$ cat config.mk
export PLATFORM = sky130hd
export DESIGN_NAME = dac_serializador
export DESIGN_NICKNAME = d
export VERILOG_FILES = /design/src/rtl/dac_serializador.sv
export SDC_FILE = /design/constraint.sdc
export NUM_CORES = 1
export LEC_CHECK = 0
export BUFFER_PORTS_ARGS = -buffer_cell sky130_fd_sc_hd__clkbuf_2
export CAP_MARGIN = 10
export CORE_UTILIZATION = 47
export CTS_CLUSTER_DIAMETER = 50
export DETAILED_ROUTE_END_ITERATION = 7
export HOLD_SLACK_MARGIN = 0.12
export PLACE_DENSITY = 0.81
export SYNTH_ARGS = -nofsm -noshare
export SYNTH_HDL_FRONTEND = slang
export SYNTH_SLANG_ARGS = --single-unit
$ cat constraint.sdc
create_clock -name clk -period 1.8 [get_ports clk]
set_input_delay 0.09 -clock clk [delete_from_list [all_inputs] [get_ports clk]]
set_output_delay 0.09 -clock clk [all_outputs]
set_load 0.01 [all_outputs]
$ cat src/rtl/dac_serializador.sv
// Converts a signed filter sample back to a 12-bit DAC code and shifts it out as a 16-bit SPI frame.
// Optional macro DAC_ROUND_EN: round half-up instead of truncating when dropping the fractional LSBs.
module dac_serializador #(
   parameter int N       = 23,
   parameter int N_DAC   = 12,
   parameter int OFFSET  = 8192,
   parameter int FRAC_SH = 2,
   parameter int CLK_DIV = 4
) (
   input  logic             clk,
   input  logic             reset,
   input  logic [N-1:0]     Salida_Filtros,
   input  logic             start,
   output logic             busy,
   output logic             done,
   output logic             sat,
   output logic [N_DAC-1:0] dac_code,
   output logic             sclk,
   output logic             sync_n,
   output logic             sdata
);

   localparam int FW    = 16;
   localparam int SW    = N + 2;
   localparam int DIV_W = (CLK_DIV > 1) ? $clog2(CLK_DIV) : 1;
   localparam logic [DIV_W-1:0] DIV_LAST = DIV_W'(CLK_DIV - 1);
`ifdef DAC_ROUND_EN
   localparam int ROUND = (FRAC_SH > 0) ? (1 << (FRAC_SH - 1)) : 0;
`endif

   // bit 0 = frame active (drives sync_n), bit 1 = end-of-frame (drives done)
   typedef enum logic [1:0] {IDLE = 2'b00, SHIFT = 2'b01, FIN = 2'b10} state_t;

   state_t             state_q, state_d;
   logic [DIV_W-1:0]   div_q, div_d;
   logic [4:0]         hp_q, hp_d;
   logic               sclk_q, sclk_d;
   logic [FW-1:0]      sh_q, sh_d;
   logic [N_DAC-1:0]   code_q, code_d;
   logic               sat_q, sat_d;

   logic signed [SW-1:0] s_ext, q;
   logic [N_DAC-1:0]     code_new;
   logic                 sat_new;

   always_comb begin
      s_ext = {{2{Salida_Filtros[N-1]}}, Salida_Filtros} + SW'(OFFSET);
`ifdef DAC_ROUND_EN
      s_ext = s_ext + SW'(ROUND);
`endif
      q        = s_ext >>> FRAC_SH;
      code_new = q[N_DAC-1:0];
      sat_new  = 1'b0;
      if (q[SW-1]) begin
         code_new = '0;
         sat_new  = 1'b1;
      end else if (|q[SW-2:N_DAC]) begin
         code_new = '1;
         sat_new  = 1'b1;
      end
   end

   always_comb begin
      state_d = state_q;
      div_d   = div_q;
      hp_d    = hp_q;
      sclk_d  = sclk_q;
      sh_d    = sh_q;
      code_d  = code_q;
      sat_d   = sat_q;
      case (state_q)
         IDLE: begin
            if (start) begin
               code_d  = code_new;
               sat_d   = sat_new;
               sh_d    = {{(FW-N_DAC){1'b0}}, code_new};
               div_d   = '0;
               hp_d    = '0;
               sclk_d  = 1'b1;
               state_d = SHIFT;
            end
         end
         SHIFT: begin
            if (div_q == DIV_LAST) begin
               div_d  = '0;
               sclk_d = ~sclk_q;
               hp_d   = hp_q + 5'd1;
               // data advances on rising sclk so it is stable across the DAC's falling-edge sample
               if (!sclk_q) sh_d = {sh_q[FW-2:0], 1'b0};
               if (hp_q == 5'd31) state_d = FIN;
            end else begin
               div_d = div_q + DIV_W'(1);
            end
         end
         FIN:     state_d = IDLE;
         default: state_d = IDLE;
      endcase
   end

   always_ff @(posedge clk) begin
      if (reset) begin
         state_q <= IDLE;
         div_q   <= '0;
         hp_q    <= '0;
         sclk_q  <= 1'b1;
         sh_q    <= '0;
         code_q  <= '0;
         sat_q   <= 1'b0;
      end else begin
         state_q <= state_d;
         div_q   <= div_d;
         hp_q    <= hp_d;
         sclk_q  <= sclk_d;
         sh_q    <= sh_d;
         code_q  <= code_d;
         sat_q   <= sat_d;
      end
   end

   assign busy     = (state_q != IDLE);
   assign sync_n   = ~state_q[0];
   assign done     = state_q[1];
   assign sdata    = state_q[0] & sh_q[FW-1];
   assign sclk     = sclk_q;
   assign dac_code = code_q;
   assign sat      = sat_q;

endmodule
==> results of run 1 <==
[worst max path at each step]
stage	startpoint	end	slack (ns)	cells past startpoint
finish	Salida_Filtros[18]	sh_q[0]	0.13	6
global route	div_q[0]	sh_q[10]	0.02	7
CTS	div_q[0]	sh_q[8]	0.11	7
detailed placement	Salida_Filtros[18]	sh_q[0]	-0.25	6
global placement	Salida_Filtros[18]	dac_code[0]	-0.20	6
floorplan	Salida_Filtros[18]	dac_code[10]	-0.15	6
[layout by cell type (no fill, tap or decap), types with 2 or more instances in the layout]
| master | n |
|---|---|
| clkbuf_2 | 41 |
| dfxtp_1 | 39 |
| nand2_1 | 23 |
| a21oi_1 | 18 |
| buf_4 | 14 |
| o21ai_0 | 13 |
| a22oi_1 | 11 |
| dlygate4sd3_1 | 11 |
| nor2_1 | 10 |
| a221o_1 | 10 |
| nand3_1 | 8 |
| nor3_1 | 7 |
| clkbuf_4 | 5 |
| ha_1 | 4 |
| inv_1 | 3 |
| nand2b_1 | 3 |
| a221o_2 | 3 |
| a32oi_1 | 2 |
| xor2_1 | 2 |
| or4_1 | 2 |
| xnor2_1 | 2 |
| bufinv_16 | 2 |
[per-layer routing]
layer | part of all wire | global-route usage
met5 | 0 | 0
met4 | 0.016 | 0.0872
met3 | 0.047 | 0.0460
met2 | 0.47 | 0.368
met1 | 0.47 | 0.290
[area by class of cell]
| cell class | count | area (sq um) |
|---|---|---|
| clock inverter | 2 | 60.1 |
| multi-input combinational | 137 | 877 |
| fill | 297 | 1140 |
| tap | 46 | 57.6 |
| clock buffer | 6 | 41.3 |
| inverter | 3 | 11.3 |
| timing repair buffer | 68 | 452 |
| sequential | 39 | 781 |
[cells by family after synthesis]
kind of cell	count (synthesis)	share of synthesized area
flops	39	0.456
simple gates	64	0.188
xor+xnor	4	0.0205
fa+ha+maj	4	0.0292
buf+inv	14	0.0358
mux	1	0.00658
compound gates	64	0.264
[cells in the mapped netlist, types with 2 or more instances]
library cell,count,share of area
xor2_1,2,0.010
xnor2_1,2,0.010
nand3_1,8,0.023
a221o_1,10,0.058
nor3_1,7,0.020
nand2_1,23,0.050
inv_1,3,0.0066
a22oi_1,11,0.048
clkbuf_1,9,0.020
dfxtp_1,39,0.46
nand2b_1,3,0.011
a221o_2,3,0.020
nor2_1,11,0.024
or4_1,2,0.0088
o21ai_0,13,0.038
a21oi_1,18,0.053
ha_1,4,0.029
a32oi_1,2,0.010
[sequential cells by signal, indices dropped and copies added (netlist names)]
register	flops
hp_q	5
state_q	2
sh_q	16
sat	1
sclk	1
dac_code	12
div_q	2
[through the flow]
stage	instance area [sq um]	TNS (ns)	worst slack, ns	hold slack [ns]	cells
after CTS	2250	0	0.114	0.150	299
after global placement	2040	-4.24	-0.202	0.340	280
after global routing	2280	0	0.0228	0.194	301
after detailed placement	2040	-5.04	-0.251	0.333	280
final	2280	0	0.126	0.187	301
after floorplan	1710	-1.84	-0.147	0.228	190
[worst reg2reg max path, delay by kind of cell (launching register included)]
kind / cells / cell delay [ns]
flip-flops: 1 / 0.38
AO/OA/AOI/OAI: 4 / 0.68
AND/OR/NAND/NOR: 1 / 0.10
adder cells (fa/ha/maj): 1 / 0.18
buffers and inverters: 1 / 0.28
[where the power goes]
| part | switching, uW | total (uW) | leakage (uW) | internal [uW] |
|---|---|---|---|---|
| sequential | 32.1 | 946 | 0.000320 | 914 |
| combinational | 142 | 277 | 0.000603 | 135 |
| clock | 286 | 719 | 0.0000525 | 434 |
| total | 460 | 1940 | 0.000975 | 1480 |
[repair_timing]
action,in CTS,in global routing
gates resized for setup,0,2
hold endpoints to repair,22,0
setup buffers,0,1
hold buffers,11,0
endpoints found under the setup margin,0,23
==> qor.yml, run 1 <==
maxSlewHeadroom: 0.651
antenna_found_initial: 0
htree_levels: 2
async_reset_ff_frac: 0
synth_enable_flop_cells: 0
synth_seq_area_share: 0.456
rsz0062_at_grt: "false"
post-route-period-util: 0.930
postLayoutCoreUtil: 0.667
path_delay_family: "simple AND/OR/NAND/NOR gates"
hold_viol: 0
io_pins: 44
synth_fp_nets: 220
postRouteAntennaNets: 0
reg2reg_from: "div_q[0]"
nets: 284
syn_area_sq_um: 1710
die-area_sq_um: 3890
timing.fmax_ghz: 0.597
cp_cell_sequence: "clkbuf_2 -> or4_1 -> mux2_2 -> or3_4 -> o21a_4 -> a221o_2"
place.gp.congestion: 0.821
num_vias: 1681
place_hpwl_um: 2720
synthFlopType: "dfxtp_1"
core_sq_um: 3420
maxSlewViolCount: 0
synth.ff_latch_count: 39
cts_inserted_buffers: 5
worstHoldStart: "start"
end_kind: "flip-flop"
peakVddDrop_uv: 437
min_to: "state_q[0]"
fp.dieW_um: 62.3
drive_above_1_share: 0.286
cp_max_fo: 13
status: "finished, final reports clean"
cts_tree: "done"
clock-sinks: 39
finalWirelength_um: 3920
grt_pass1_vias: 1553
cp.arrival_ns: 1.92
clockRootBuffer: "clkbuf_4"
grt_max_degree: 19
initial_utilization: 0.501
drc: 0
reg2reg_slack_ns: 0.13
critPathSlowestCell: "or4_1"
cts.reportedPaths.clkPinSlew_ns: 0.12
syn_inst: 190
skew_ns: 0.0142
synth_cell_types: 38
fin_crit_ns: 1.67
row_count: 21
report.power.total_uw: 1940
clock_latency_ns: 0.35
grt_use_total: 0.225
whs_path_depth: 3
yosysWarningCount: 0
syn_avg_cell_area_sq_um: 9.01
critPathLaunchType: "input pin"
drt-pass1-iter-count: 4
grt.overflow.total: 0
setup_viol: 0
path_class: "input pin to flip-flop"
crit_required_ns: 2.05
routedWlPerCell_um: 13.0
worst_path_largest_cell_delay_ns: 0.51
power_density_nw_per_um2: 852
drt_first_iter_violations: 70
avgViaCountPerCell: 5.58
grt_first_pass_wirelength_um: 6920
worst_slew_pin_slew_ns: 0.522
area_delta_synth_final_pct: 33.2
hp-class: "input pin to flip-flop"
power_leakage_uw: 0.000975
r2r_end: "sh_q[3]"
die_h_um: 62.3
io_buffers: 41
cts.path.max_buffers: 2
drv_cap: 0
crit_buf_inv: 1
antenna_cells: 0
r2r_cells: 7
No activity file was read; power rests on OpenSTA's default activity.
==> run 2, diff against run 1 <==
Settings changed: CORE_UTILIZATION 47 to 56, PLACE_DENSITY 0.81 to 0.9.
Clock period 1.8 ns to 2 ns, I/O delays scaled along.
==> qor.yml, run 2 (synthesis results as in run 1) <==
place.gp.congestion: 0.826
status: "finished, violations left"
grt_use_total: 0.273
avgViaCountPerCell: 6.02
cts.reportedPaths.clkPinSlew_ns: 0.12
clock_latency_ns: 0.35
hp-class: "input pin to flip-flop"
die_h_um: 57.3
finalWirelength_um: 4150
critPathSlowestCell: "nor3_1"
worst_path_largest_cell_delay_ns: 0.77
skew_ns: 0.00541
row_count: 19
core_sq_um: 2830
fp.dieW_um: 57.3
clockRootBuffer: "clkbuf_4"
fillCellCount: 190
power_leakage_uw: 0.000942
worst_slack_ns: 0.0838
setup_viol: 0
grt_first_pass_wirelength_um: 6980
pre_cts_ws_ns: -0.0638
io_pins: 44
initial_utilization: 0.605
end_kind: "flip-flop"
grt_max_degree: 16
cp.arrival_ns: 2.22
largest_reg_flops: 16
hold_viol: 0
crit_required_ns: 2.30
drt_first_iter_violations: 85
grt.overflow.total: 0
routedWlPerCell_um: 14.5
cts_inserted_buffers: 5
antenna_cells: 0
antenna_found_initial: 0
clock-sinks: 39
htree_levels: 2
critPathLaunchType: "flip-flop"
cp_cell_sequence: "nor2_1 -> nand2_1 -> nor3_1 -> o21a_4 -> a221o_1"
post-route-period-util: 0.958
postRouteAntennaNets: 0
place_hpwl_um: 2850
nets: 284
drc: 3
violations: "DRC"
grt_pass1_vias: 1626
num_vias: 1722
drt-pass1-iter-count: 6
drive_above_1_share: 0.278
die-area_sq_um: 3280
rsz0062_at_grt: "false"
power_density_nw_per_um2: 680
peakVddDrop_uv: 432
layout_common_cells: "clkbuf_2 (41), dfxtp_1 (39), nand2_1 (23)"
final_common_cell: "clkbuf_2"
cts_tree: "done"
drv_cap: 0
top_register: "sh_q"
cts.path.max_buffers: 2
maxSlewViolCount: 0
report.power.total_uw: 1500
io_buffers: 41
worst_slew_pin_slew_ns: 0.942
path_class: "flip-flop to flip-flop"
cp_max_fo: 13
maxSlewHeadroom: 0.367
area_delta_synth_final_pct: 28.8
timing.fmax_ghz: 0.522
fin_crit_ns: 1.92
==> run 2: cell count changes in the layout (fill, tap and decap cells not counted), sizes merged <==
cell	before	now
clkdlybuf4s15	1	0
dlygate4sd3	11	12
clkinv	0	1
bufinv	2	0
clkinvlp	0	1
==> run 2: final timing paths <==
check,cells past startpoint,from,slack [ns],end
worst min-delay path,4,Salida_Filtros[13],0.18,dac_code[11]
worst min register to register,2,sh_q[15],0.45,sh_q[15]
worst max register to register,5,state_q[1],0.08,dac_code[8]
worst max-delay path,5,state_q[1],0.08,dac_code[8]
==> run 2: timing repair <==
item                       in CTS  in global routing
resized for setup               0                  2
hold buffers                   12                  0
setup buffers                   0                  0
hold endpoints to repair       26                  0
setup endpoints to repair       0                 11
==> run 2: metrics by stage <==
step                      instance area (sq um)   util  TNS, ns  cells  hold slack (ns)
after floorplan                            1710      -        0    190            0.238
final                                      2200  0.779        0    286            0.176
after global routing                       2200  0.779        0    286            0.175
after global placement                     2020  0.713  -0.0425    266            0.342
after CTS                                  2190  0.775        0    286            0.174
after detailed placement                   2020  0.713   -0.624    266            0.344
==> run 2: power by group <==
group | total [uW] | internal (uW) | switching (uW) | leakage, uW
combinational | 250 | 119 | 131 | 0.000594
clock | 397 | 136 | 261 | 0.0000282
sequential | 852 | 822 | 29.2 | 0.000320
total | 1500 | 1080 | 421 | 0.000942
==> run 2: layout make-up <==
cell class | count | area [sq um] | share of cell area
Multi-Input combinational cell | 137 | 882 | 0.400
Sequential cell | 39 | 781 | 0.354
Inverter | 3 | 11.3 | 0.00511
Clock inverter | 2 | 12.5 | 0.00568
Clock buffer | 6 | 41.3 | 0.0187
Timing Repair Buffer | 68 | 438 | 0.199
Tap cell | 31 | 38.8 | 0.0176
==> run 2: routing by layer <==
layer  vias up  wire (um)  GRT usage  share of wire
met4         0         67      0.101          0.016
met3         9        273     0.0680          0.066
met1       800       1790      0.356           0.43
li1        838          -          -              -
met5         -          0          0              0
met2        75       2020      0.439           0.49
==> run 2: critical path, delay by kind of cell, from the launching register on <==
kind / cells / cell delay, ns
AND/OR/NAND/NOR: 3 / 1.07
AO/OA/AOI/OAI: 2 / 0.46
flip-flops: 1 / 0.33
